**src/rtl/gated_bus_trace_if.sv**
```systemverilog
// Bus-side signal bundle for gated_bus_trace: source gates/data, bus result and trace reader port.
// Parity signals exist only when BUS_PARITY_EN is defined.
interface gated_bus_trace_if #(
  parameter int DATA_W      = 16,
  parameter int N_SRC       = 4,
  parameter int TRACE_DEPTH = 8
);
  localparam int SRC_W = $clog2(N_SRC);
  localparam int CNT_W = $clog2(TRACE_DEPTH) + 1;

  logic [N_SRC-1:0]        Gate;
  logic [N_SRC*DATA_W-1:0] Src_Data;
  logic                    Capture;
  logic                    Clear_Err;
  logic [DATA_W-1:0]       BUS;
  logic                    Bus_Valid;
  logic                    Collision;
  logic [7:0]              Err_Count;
  logic                    Trace_Valid;
  logic                    Trace_Ready;
  logic [DATA_W-1:0]       Trace_Data;
  logic [SRC_W-1:0]        Trace_Src;
  logic [CNT_W-1:0]        Trace_Count;
  logic                    Trace_Overflow;
`ifdef BUS_PARITY_EN
  logic                    Bus_Parity;
  logic                    Trace_Parity;
`endif

  modport master (
    output Gate, Src_Data, Capture, Clear_Err, Trace_Ready,
    input  BUS, Bus_Valid, Collision, Err_Count, Trace_Valid, Trace_Data,
           Trace_Src, Trace_Count, Trace_Overflow
`ifdef BUS_PARITY_EN
    , input Bus_Parity, Trace_Parity
`endif
  );

  modport slave (
    input  Gate, Src_Data, Capture, Clear_Err, Trace_Ready,
    output BUS, Bus_Valid, Collision, Err_Count, Trace_Valid, Trace_Data,
           Trace_Src, Trace_Count, Trace_Overflow
`ifdef BUS_PARITY_EN
    , output Bus_Parity, Trace_Parity
`endif
  );
endinterface

```
**src/rtl/gated_bus_trace.sv**
```systemverilog
// Gated N-source bus with last-value hold, collision counting and a FWFT trace FIFO.
// Optional BUS_PARITY_EN adds bus parity and a stored parity bit per trace entry.
module gated_bus_trace #(
  parameter int DATA_W      = 16,
  parameter int N_SRC       = 4,
  parameter int TRACE_DEPTH = 8
) (
  input logic              Clk,
  input logic              Reset,
  gated_bus_trace_if.slave bus_if
);
  localparam int SRC_W = $clog2(N_SRC);
  localparam int CNT_W = $clog2(TRACE_DEPTH) + 1;
  localparam int PTR_W = $clog2(TRACE_DEPTH);
`ifdef BUS_PARITY_EN
  localparam int ENTRY_W = DATA_W + SRC_W + 1;
`else
  localparam int ENTRY_W = DATA_W + SRC_W;
`endif
  localparam logic [CNT_W-1:0] FULL_CNT = CNT_W'(TRACE_DEPTH);
  localparam logic [7:0]       ERR_MAX  = 8'hFF;

  logic [DATA_W-1:0] sel_data, bus;
  logic [SRC_W-1:0]  sel_idx;
  logic              any_gate, multi_gate, bus_valid, collision;

  logic [DATA_W-1:0] hold_q, hold_d;
  logic [7:0]        err_q, err_d;
  logic              ovf_q, ovf_d;
  logic [PTR_W-1:0]  wr_ptr_q, wr_ptr_d, rd_ptr_q, rd_ptr_d;
  logic [CNT_W-1:0]  cnt_q, cnt_d;

  logic [ENTRY_W-1:0] mem [TRACE_DEPTH];
  logic [ENTRY_W-1:0] entry, head;
  logic               trace_valid, fifo_full, push_req, push, pop, drop;

  // Walk from the top so the lowest asserted index wins on collision.
  always_comb begin
    // NOTE: every combinational output gets a default first so no path infers a latch.
    sel_idx  = '0;
    sel_data = '0;
    any_gate = 1'b0;
    for (int i = N_SRC - 1; i >= 0; i--) begin
      if (bus_if.Gate[i]) begin
        sel_idx  = SRC_W'(i);
        sel_data = bus_if.Src_Data[i*DATA_W +: DATA_W];
        any_gate = 1'b1;
      end
    end
  end

  assign multi_gate = |(bus_if.Gate & (bus_if.Gate - N_SRC'(1)));
  assign bus_valid  = any_gate & ~multi_gate;
  assign collision  = multi_gate;
  assign bus        = any_gate ? sel_data : hold_q;

  assign trace_valid = (cnt_q != '0);
  assign fifo_full   = (cnt_q == FULL_CNT);
  assign push_req    = bus_if.Capture & bus_valid;
  assign pop         = trace_valid & bus_if.Trace_Ready;
  assign push        = push_req & (~fifo_full | pop);
  assign drop        = push_req & fifo_full & ~pop;

`ifdef BUS_PARITY_EN
  assign entry = {^bus, sel_idx, bus};
`else
  assign entry = {sel_idx, bus};
`endif
  assign head = mem[rd_ptr_q];

  always_comb begin
    hold_d   = bus_valid ? bus : hold_q;
    wr_ptr_d = push ? wr_ptr_q + PTR_W'(1) : wr_ptr_q;
    rd_ptr_d = pop  ? rd_ptr_q + PTR_W'(1) : rd_ptr_q;

    cnt_d = cnt_q;
    if (push && !pop)      cnt_d = cnt_q + CNT_W'(1);
    else if (pop && !push) cnt_d = cnt_q - CNT_W'(1);

    // Clear outranks both the collision increment and a same-cycle drop.
    err_d = err_q;
    ovf_d = ovf_q;
    if (bus_if.Clear_Err) begin
      err_d = '0;
      ovf_d = 1'b0;
    end else begin
      if (collision && err_q != ERR_MAX) err_d = err_q + 8'd1;
      if (drop)                          ovf_d = 1'b1;
    end
  end

  always_ff @(posedge Clk) begin
    if (!Reset) begin
      hold_q   <= '0;
      err_q    <= '0;
      ovf_q    <= 1'b0;
      wr_ptr_q <= '0;
      rd_ptr_q <= '0;
      cnt_q    <= '0;
    end else begin
      hold_q   <= hold_d;
      err_q    <= err_d;
      ovf_q    <= ovf_d;
      wr_ptr_q <= wr_ptr_d;
      rd_ptr_q <= rd_ptr_d;
      cnt_q    <= cnt_d;
    end
  end

  // NOTE: storage is deliberately not reset; the pointers and count define which entries are live.
  always_ff @(posedge Clk) begin
    if (push) mem[wr_ptr_q] <= entry;
  end

  assign bus_if.BUS            = bus;
  assign bus_if.Bus_Valid      = bus_valid;
  assign bus_if.Collision      = collision;
  assign bus_if.Err_Count      = err_q;
  assign bus_if.Trace_Valid    = trace_valid;
  assign bus_if.Trace_Data     = trace_valid ? head[DATA_W-1:0] : '0;
  assign bus_if.Trace_Src      = trace_valid ? head[DATA_W +: SRC_W] : '0;
  assign bus_if.Trace_Count    = cnt_q;
  assign bus_if.Trace_Overflow = ovf_q;
`ifdef BUS_PARITY_EN
  assign bus_if.Bus_Parity     = ^bus;
  assign bus_if.Trace_Parity   = trace_valid & head[ENTRY_W-1];
`endif
endmodule
```
**src/flat_wrapper.sv**
```systemverilog
// flat-port wrapper written by rule: the top's interface ports become plain ports
module gated_bus_trace_flat 
#(
  parameter int DATA_W      = 16,
  parameter int N_SRC       = 4,
  parameter int TRACE_DEPTH = 8
)
  (Clk, Reset, bus_if_Gate, bus_if_Src_Data, bus_if_Capture, bus_if_Clear_Err, bus_if_Trace_Ready, bus_if_BUS, bus_if_Bus_Valid, bus_if_Collision, bus_if_Err_Count, bus_if_Trace_Valid, bus_if_Trace_Data, bus_if_Trace_Src, bus_if_Trace_Count, bus_if_Trace_Overflow);
  gated_bus_trace_if #(.DATA_W(DATA_W), .N_SRC(N_SRC), .TRACE_DEPTH(TRACE_DEPTH)) bus_if_i ();
  input logic Clk;
  input logic Reset;
  input wire logic [$bits(bus_if_i.Gate)-1:0] bus_if_Gate;
  input wire logic [$bits(bus_if_i.Src_Data)-1:0] bus_if_Src_Data;
  input wire logic [$bits(bus_if_i.Capture)-1:0] bus_if_Capture;
  input wire logic [$bits(bus_if_i.Clear_Err)-1:0] bus_if_Clear_Err;
  input wire logic [$bits(bus_if_i.Trace_Ready)-1:0] bus_if_Trace_Ready;
  output wire logic [$bits(bus_if_i.BUS)-1:0] bus_if_BUS;
  output wire logic [$bits(bus_if_i.Bus_Valid)-1:0] bus_if_Bus_Valid;
  output wire logic [$bits(bus_if_i.Collision)-1:0] bus_if_Collision;
  output wire logic [$bits(bus_if_i.Err_Count)-1:0] bus_if_Err_Count;
  output wire logic [$bits(bus_if_i.Trace_Valid)-1:0] bus_if_Trace_Valid;
  output wire logic [$bits(bus_if_i.Trace_Data)-1:0] bus_if_Trace_Data;
  output wire logic [$bits(bus_if_i.Trace_Src)-1:0] bus_if_Trace_Src;
  output wire logic [$bits(bus_if_i.Trace_Count)-1:0] bus_if_Trace_Count;
  output wire logic [$bits(bus_if_i.Trace_Overflow)-1:0] bus_if_Trace_Overflow;
  assign bus_if_i.Gate = bus_if_Gate;
  assign bus_if_i.Src_Data = bus_if_Src_Data;
  assign bus_if_i.Capture = bus_if_Capture;
  assign bus_if_i.Clear_Err = bus_if_Clear_Err;
  assign bus_if_i.Trace_Ready = bus_if_Trace_Ready;
  assign bus_if_BUS = bus_if_i.BUS;
  assign bus_if_Bus_Valid = bus_if_i.Bus_Valid;
  assign bus_if_Collision = bus_if_i.Collision;
  assign bus_if_Err_Count = bus_if_i.Err_Count;
  assign bus_if_Trace_Valid = bus_if_i.Trace_Valid;
  assign bus_if_Trace_Data = bus_if_i.Trace_Data;
  assign bus_if_Trace_Src = bus_if_i.Trace_Src;
  assign bus_if_Trace_Count = bus_if_i.Trace_Count;
  assign bus_if_Trace_Overflow = bus_if_i.Trace_Overflow;
  gated_bus_trace #(.DATA_W(DATA_W), .N_SRC(N_SRC), .TRACE_DEPTH(TRACE_DEPTH)) u_core (.Clk(Clk), .Reset(Reset), .bus_if(bus_if_i));
endmodule
```
**config.mk**
```make
export PLATFORM = sky130hd
export DESIGN_NAME = gated_bus_trace_flat
export DESIGN_NICKNAME = d
export VERILOG_FILES = /design/src/rtl/gated_bus_trace_if.sv /design/src/rtl/gated_bus_trace.sv /design/src/flat_wrapper.sv
export SDC_FILE = /design/constraint.sdc
export NUM_CORES = 1
export LEC_CHECK = 0
export ABC_AREA = 0
export BUFFER_PORTS_ARGS = -buffer_cell sky130_fd_sc_hd__buf_2
export CAP_MARGIN = 30
export CORE_ASPECT_RATIO = 0.75
export CORE_UTILIZATION = 52
export CTS_CLUSTER_SIZE = 30
export DETAILED_ROUTE_END_ITERATION = 6
export PLACE_DENSITY = 0.74
export RECOVER_POWER = 50
export SYNTH_ARGS = -nofsm -noshare
export SYNTH_HDL_FRONTEND = slang
export SYNTH_SLANG_ARGS = --single-unit
```
**constraint.sdc**
```tcl
create_clock -name Clk -period 6.3 [get_ports Clk]
set_clock_uncertainty 0.05 [all_clocks]
set_input_delay 0.315 -clock Clk [delete_from_list [all_inputs] [get_ports Clk]]
set_output_delay 0.315 -clock Clk [all_outputs]
set_load 0.01 [all_outputs]
```
## After elaboration in Yosys (flattened, before gate mapping)

Memories as Yosys holds them, arrays and structs flattened. A register that Yosys moved wholly into a read port is not among the register bits.
Index checks and enable logic that the tools add are counted.

- $add $sub $neg: 6
- Equality and inequality tests: 2
- Multiplexer cells: 21
- Bitwise gates (word level): 12
- Reductions and logical operators: 9

Operator list:

| cell | number |
|---|---|
| $mux 16 | 6 |
| $mux 2 | 5 |
| $add 8x1->8 const B | 1 |
| $mux 4 | 2 |
| $ne 8x8->1 const B | 1 |
| $sub 4x1->4 const B | 2 |
| $add 3x1->3 const B | 2 |
| $and 1x1->1 | 6 |
| $mux 1 | 6 |
| $mux 3 | 2 |
| $add 4x1->4 const B | 1 |
| $and 4x4->4 | 1 |
| $eq 4x4->1 const B | 1 |
| $not 1->1 | 4 |
| $reduce_bool 4->1 | 1 |
| $reduce_or 4->1 | 1 |
| $logic_and 1x1->1 | 3 |
| $logic_not 1->1 | 2 |
| $reduce_bool 2->1 | 1 |
| $reduce_or 2->1 | 1 |
| $or 1x1->1 | 1 |

- Register bits: 35
- Bits in writable memories: 144
- Output and inout bits: 50
- Memories kept: 1

Memory list:

| memory | depth | bits a word | rd ports | clocked after Yosys merged registers in | wr ports | RTL line | RTL |
|---|---|---|---|---|---|---|---|
| u_core.mem | 8 | 18 | 1 | 1 | 1 | gated_bus_trace.sv:33 | `logic [ENTRY_W-1:0] mem [TRACE_DEPTH];` |

## Depth between registers and ports, before layout

Gate-level depths: netlist of the first run.

- Depth in word-level cells: 11
- Mapped depth: 13
- Gate-level depth less buffers: 11

## Worst setup path after synthesis of the first run

Ideal clock, no wire load.

- Path kind: input-to-reg
- Start point: input port bus_if_Gate[2]
- End point: memory u_core.mem[2][0] (netlist name), enable pin
- Data arrival time: 3.051 ns
- Setup slack: 2.760 ns
- Stages: 5
- Buffers on the path: 1
- Cell sequence: buf_2 or4b_1 o211ai_2 nand3b_4 nor4_1

- Word-level cells in the longest chain between the ends: 9
- Elaborated cells between the ends (all ways): 12

Ends and longest elaborated chain:

| element | RTL line | RTL |
|---|---|---|
| start, declared | flat_wrapper.sv:12 | `input wire logic [$bits(bus_if_i.Gate)-1:0] bus_if_Gate;` |
| $sub 4x1->4 | gated_bus_trace.sv:52 | `assign multi_gate = \|(bus_if.Gate & (bus_if.Gate - N_SRC'(1)));` |
| $and 4x4->4 | gated_bus_trace.sv:52 |  |
| $reduce_or 4->1 | gated_bus_trace.sv:52 |  |
| $not 1->1 | gated_bus_trace.sv:53 | `assign bus_valid = any_gate & ~multi_gate;` |
| $and 1x1->1 (*) | gated_bus_trace.sv:53 |  |
| $and 1x1->1 (*) | gated_bus_trace.sv:59 | `assign push_req = bus_if.Capture & bus_valid;` |
| $and 1x1->1 (*) | gated_bus_trace.sv:61 | `assign push = push_req & (~fifo_full \| pop);` |
| $mux 1 (*) | gated_bus_trace.sv:112 | `if (push) mem[wr_ptr_q] <= entry;` |
| $mux 1 (not written as such) (*) | gated_bus_trace.sv:112 |  |
| end, declared | gated_bus_trace.sv:33 |  |

Every way passes the cells marked *; elsewhere a longest branch is shown, timed or not.

## Final worst setup path of the first run

- Start point: input port bus_if_Gate[0]
- End point: register u_core.cnt_q[3] (netlist: u_core.bus_if.Trace_Count[3])

- Word-level cells in the longest chain between the ends: 10
- Elaborated cells between the ends (all ways): 13

Ends and longest elaborated chain:

| element | RTL line | RTL |
|---|---|---|
| $sub 4x1->4 | gated_bus_trace.sv:52 |  |
| $and 4x4->4 | gated_bus_trace.sv:52 |  |
| $reduce_or 4->1 | gated_bus_trace.sv:52 |  |
| $not 1->1 | gated_bus_trace.sv:53 |  |
| $and 1x1->1 (*) | gated_bus_trace.sv:53 |  |
| $and 1x1->1 (*) | gated_bus_trace.sv:59 |  |
| $and 1x1->1 (*) | gated_bus_trace.sv:61 |  |
| named net u_core.push | gated_bus_trace.sv:35 | `logic trace_valid, fifo_full, push_req, push, pop, drop;` |
| $logic_not 1->1 | gated_bus_trace.sv:78 | `else if (pop && !push) cnt_d = cnt_q - CNT_W'(1);` |
| $logic_and 1x1->1 | gated_bus_trace.sv:78 |  |
| $reduce_bool 2->1 (no line) | n/a |  |
| end signal, assigned | gated_bus_trace.sv:106 | `cnt_q <= cnt_d;` |
| end, declared | gated_bus_trace.sv:31 | `logic [CNT_W-1:0] cnt_q, cnt_d;` |

Mark *: on every way through the listed nets, which the timed path passes. The rest lies on a longest branch.
A chain may end at the register's enable or synchronous reset.

==> results of run 1 <==
-- registers in the layout, indices dropped and copies added, names as in the netlist, named ones only --
signal                        flops
u_core.bus_if.Err_Count           8
u_core.bus_if.Trace_Count         4
u_core.bus_if.Trace_Overflow      1
u_core.hold_q                    16
u_core.mem                      144
u_core.rd_ptr_q                   3
u_core.wr_ptr_q                   3
-- area by class of cell --
cell class / instances / area (µm²) / share of cell area
clock buffer: 19 / 433 / 0.0465
tap: 200 / 250 / 0.0269
timing repair buffer: 134 / 683 / 0.0734
sequential: 182 / 5090 / 0.546
multi-input combinational: 322 / 2630 / 0.282
clock inverter: 13 / 203 / 0.0218
inverter: 8 / 30.0 / 0.00323
-- cells in the mapped netlist (all sizes together), types with 2 or more instances --
master / count
and3: 2
ha: 6
nand2: 84
o21ai: 8
o22ai: 16
edfxtp: 144
a211o: 2
buf: 19
mux2i: 23
o211ai: 3
mux4: 36
and4: 2
a21oi: 5
clkbuf: 16
a221oi: 3
nor2: 29
a221o: 13
or4b: 2
nor3: 6
or3: 2
and2: 5
o211a: 3
nor2b: 16
a211oi: 5
nor4: 5
nand2b: 4
xnor2: 5
a31oi: 2
dfxtp: 38
o31ai: 14
o21a: 3
inv: 8
nand3: 5
-- cells by family after synthesis --
logic type / after synthesis / synth area share
AOI/OAI and AO/OA: 83 / 0.0796
xor gates and xnor gates: 5 / 0.00556
adders and majority gates: 8 / 0.0133
buffers and inverters: 43 / 0.0234
DFF: 182 / 0.646
muxes: 59 / 0.132
and+or+nand+nor: 167 / 0.100
-- where the power goes --
group | switching, mW | internal [mW]
Sequential | 0.0382 | 1.34
Combinational | 0.322 | 0.260
Clock | 0.428 | 0.703
-- cells in the final DEF (no fill, tap or decap), types with 3 or more instances in the layout --
master / n
a211oi_1: 5
a21oi_1: 5
a221o_1: 13
a221oi_1: 3
and2_0: 3
buf_2: 105
buf_4: 10
bufinv_16: 5
clkbuf_1: 20
clkbuf_16: 17
clkinv_2: 4
dfxtp_1: 37
edfxtp_1: 144
ha_1: 6
inv_1: 8
mux2i_1: 23
mux4_2: 36
nand2_1: 84
nand2b_1: 4
nand3_1: 5
nor2_1: 29
nor2b_1: 16
nor3_1: 4
nor4_2: 4
o211a_1: 3
o211ai_1: 3
o21a_1: 3
o21ai_0: 8
o22ai_1: 16
o31ai_1: 14
xnor2_1: 5
-- per-layer routing --
| layer | vias to the layer above | GRT usage | routed length (µm) |
|---|---|---|---|
| li1 | 2355 | - | - |
| met1 | 2561 | 0.333 | 8010 |
| met2 | 201 | 0.402 | 8580 |
| met3 | 25 | 0.0620 | 1050 |
| met4 | 0 | 0.0737 | 241 |
| met5 | - | 0 | 0 |
-- final timing paths --
check | start | to | slack [ns] | cells past startpoint
hold / removal | bus_if_Clear_Err | u_core.bus_if.Err_Count[5] | 0.15 | 3
hold reg to reg | u_core.hold_q[6] | u_core.hold_q[6] | 0.42 | 2
setup / recovery | bus_if_Gate[0] | u_core.bus_if.Trace_Count[3] | 1.90 | 13
setup reg to reg | u_core.bus_if.Trace_Count[1] | u_core.bus_if.Trace_Count[3] | 2.33 | 11
-- worst register-to-register path, cell delays in order, from the launching register on --
cell,delay (ns)
dfxtp_1,0.37
or3_1,0.42
nor2_1,1.22
inv_1,0.26
nand2_1,0.25
ha_1,0.21
inv_1,0.11
ha_1,0.33
a21oi_1,0.19
a211oi_1,0.10
a31oi_1,0.19
mux2i_1,0.20
-- per-stage QoR --
stage,utilization,setup WS (ns)
3_3_place_gp,0.594,2.58
3_5_place_dp,0.594,2.36
4_1_cts,0.637,2.78
6_report,0.636,1.90
2_1_floorplan,-,2.76
5_1_grt,0.636,1.52
==> results.yml, run 1 <==
floorplan:
  fp.dieArea_um2: 15600
  rows: 38
  core_area_um2: 14600
  die_w_um: 144
  start_util: 0.538
  fp.dieH_um: 109
  ios: 123
cells_and_area:
  n_antenna_cell: 0
  final-instance-count-excl-fill: 878
  fin_nets: 745
  drive_gt1_frac: 0.282
  syn2layout_area_growth_pct: 18.2
  final_cell_area_um2: 9310
  fillCellCount: 1122
synthesis:
  ys_seq_area_frac: 0.646
  synth-seq-cells: 182
  synth_warnings: 0
  synth_cells: 547
  synth_top_area_cell: "edfxtp_1"
  ys.flop_type: "edfxtp_1"
  synth_fp_nets: 627
  yosysTopAreaCellShare: 0.549
  ys_types: 53
  ys_top_cells_by_area: "edfxtp_1 55%, mux4_2 10%, dfxtp_1 9.7%, nand2_1 4.0%, mux2i_1 2.9%"
  synth_area_um2: 7870
  synth_edf_count: 144
  async_flop_share: 0
  synth_area_per_cell_um2: 14.4
sta:
  fmax_mhz: 227
  holdWs_ns: 0.147
  hold_viol_final: 0
  setup-tns-final_ns: 0
  finalSetupViolCount: 0
  fin_crit_ns: 4.40
  relSlewSlack: -0.132
  period_share: 0.699
  worst_slew_pin_slew_ns: 1.68
  rsz0062_at_grt: "false"
  slew_violations: 37
run:
  max_cap_viol_count: 2
placement:
  gp_routability_congestion: 0.915
  portBuffers: 122
  hpwl_um: 11900
  postPlaceCellArea_um2: 8700
  place_inst: 845
clock_tree:
  htree_levels: 4
  clk_root_buffer_cell: "clkbuf_16"
  cts_made_buffers: 17
  path_clk_slew_ns: 0.07
  clockBufferDepth: 2
  hold_buffers: 0
  cts_tree: "done"
  clk_latency_ns: 0.42
  cts_sinks: 182
  cts_resized: 0
  cts_setup_buffers: 0
power:
  power_density_nw_per_um2: 332
  total_power_mw: 3.09
  max-vdd-ir-drop_mv: 0.177
  leakagePower_nw: 3.30
worst_setup_path:
  slowest_delay_ns: 0.95
  path_cells: "clkbuf_1 > or2_0 > o211ai_1 > buf_8 > nand3b_4 > inv_1 > ha_1 > inv_1 > ha_1 > a21oi_1 > a211oi_1 > a31oi_1 > mux2i_1"
  crit_type: "primary input to flop"
  timing.critical_path.buf_inv: 4
  start_kind: "primary input"
  crit_slowest_cell: "clkbuf_1"
  crit_family: "buffers and inverters"
  end_kind: "flop"
  required_ns: 6.60
  crit_arrival_ns: 4.70
  critPathMaxFanout: 36
grt:
  antenna_found_initial: 0
  grt_max_degree: 37
  grt_pass1_vias: 5046
  grt.total_usage: 0.248
  grt_overflow: 0
  grt_first_pass_wirelength_um: 27700
worst_hold_path:
  worst_hold_path_type: "primary input to flop"
routing:
  vias: 5142
  drtAntennaViolNets: 0
  wirelength_um: 17900
  routedWlPerCell_um: 20.4
  first_pass_iters: 7
  drt_iter0_drc: 377
  viasPerCell: 5.86
  drc: 2
run_status:
  violations: "design-rule violations, max-capacitance violations, max-slew violations"
  status: "finished, violations left"
(Power assumes the default switching activity.)
==> inputs of run 2 (changes only) <==
==> constraint.sdc (replaced) <==
create_clock -name Clk -period 4.3 [get_ports Clk]
set_clock_uncertainty 0.05 [all_clocks]
set_input_delay 0.215 -clock Clk [delete_from_list [all_inputs] [get_ports Clk]]
set_output_delay 0.215 -clock Clk [all_outputs]
set_load 0.01 [all_outputs]
==> results.yml, run 2 (synthesized netlist as in run 1, its figures left out) <==
floorplan:
  fp.dieH_um: 109
  core_area_um2: 14600
  fp.dieArea_um2: 15600
  start_util: 0.538
  ios: 123
  rows: 38
  die_w_um: 144
cells_and_area:
  largest_register_ffs: 144
  drive_gt1_frac: 0.260
  final_common_cell: "edfxtp_1"
  top_register: "u_core.mem"
  final_cell_mix: "144 x edfxtp_1, 102 x buf_2, 84 x nand2_1"
  fin_nets: 749
  n_antenna_cell: 0
  syn2layout_area_growth_pct: 16.9
power:
  leakagePower_nw: 3.23
  max-vdd-ir-drop_mv: 0.323
  power_density_nw_per_um2: 476
sta:
  slew_violations: 37
  worst_slew_pin_slew_ns: 2.22
  fmax_mhz: 288
  timing.final.ws_setup_ns: 0.832
  fin_crit_ns: 3.47
  setup-tns-final_ns: 0
  finalSetupViolCount: 0
  rsz0062_at_grt: "false"
  hold_viol_final: 0
  relSlewSlack: -0.477
  period_share: 0.807
routing:
  viasPerCell: 5.82
  first_pass_iters: 5
  wirelength_um: 17900
  drc: 0
  drt_iter0_drc: 426
  drtAntennaViolNets: 0
  vias: 5135
  routedWlPerCell_um: 20.3
clock_tree:
  cts_resized: 0
  clockBufferDepth: 2
  cts_tree: "done"
  cts_setup_buffers: 0
  htree_levels: 4
  cts_sinks: 182
  hold_buffers: 0
  cts_made_buffers: 17
  path_clk_slew_ns: 0.07
  clk_root_buffer_cell: "clkbuf_16"
  clk_latency_ns: 0.43
grt:
  grt.total_usage: 0.243
  grt_pass1_vias: 4949
  grt_max_degree: 37
  grt_overflow: 0
  antenna_found_initial: 0
  grt_first_pass_wirelength_um: 27300
placement:
  preCtsSetupSlack_ns: 1.11
  portBuffers: 122
  gp_routability_congestion: 0.902
  hpwl_um: 12000
worst_setup_path:
  path_cells: "clkbuf_1 > mux4_2 > mux2i_1 > nor2_1 > buf_2"
  crit_slowest_cell: "clkbuf_1"
  end_kind: "output port"
  slowest_delay_ns: 1.58
  crit_arrival_ns: 3.20
  crit_type: "flop to output port"
  required_ns: 4.03
  critPathMaxFanout: 36
  start_kind: "flop"
run:
  max_cap_viol_count: 1
run_status:
  status: "finished, violations left"
  violations: "max-capacitance violations, max-slew violations"
worst_hold_path:
  worst_hold_path_type: "primary input to flop"
[run 2: routing by layer]
| layer | vias up | global-route usage | part of all wire |
|---|---|---|---|
| met4 | 0 | 0.0821 | 0.019 |
| met3 | 28 | 0.0492 | 0.055 |
| met5 | - | 0 | 0 |
| li1 | 2361 | - | - |
| met1 | 2550 | 0.339 | 0.45 |
| met2 | 196 | 0.383 | 0.47 |
[run 2: critical path, delay by kind of cell (launching register included)]
kind                   cells  cell delay, ns
DFF                        1            0.30
muxes                      2            0.58
buffers and inverters      2            1.74
and+or+nand+nor            1            0.15
[run 2: where the power goes]
| group | switching [mW] | internal (mW) | total, mW |
|---|---|---|---|
| logic | 0.500 | 0.398 | 0.898 |
| registers | 0.0329 | 1.97 | 2.00 |
| clock network | 0.634 | 0.852 | 1.49 |
[run 2: cell type report]
cell class / instances / area, µm²
clock buffer: 19 / 433
clock inverter: 13 / 133
fill: 1160 / 5440
inverter: 8 / 30.0
multi-input combinational: 322 / 2600
sequential: 182 / 5090
tap: 200 / 250
timing repair buffer: 138 / 677
[run 2: final timing paths]
kind	cells past startpoint	slack, ns	endpoint	start
setup reg to reg	11	1.35	u_core.bus_if.Trace_Count[3]	u_core.bus_if.Trace_Count[1]
hold reg to reg	2	0.43	u_core.hold_q[9]	u_core.hold_q[9]
setup / recovery	5	0.83	bus_if_Trace_Src[0]	flop
hold / removal	3	0.04	u_core.bus_if.Err_Count[5]	bus_if_Clear_Err
[run 2: through the flow]
step / instance area [µm²] / power, mW / cells / hold WS (ns) / utilization
2_1_floorplan: 7870 / 2.62 / 547 / 0.317 / -
3_3_place_gp: 8730 / 2.90 / 849 / 0.407 / 0.596
3_5_place_dp: 8730 / 2.93 / 849 / 0.418 / 0.596
4_1_cts: 9300 / 4.40 / 881 / 0.0234 / 0.635
5_1_grt: 9210 / 4.55 / 882 / 0.0599 / 0.629
6_report: 9210 / 4.38 / 882 / 0.0446 / 0.629
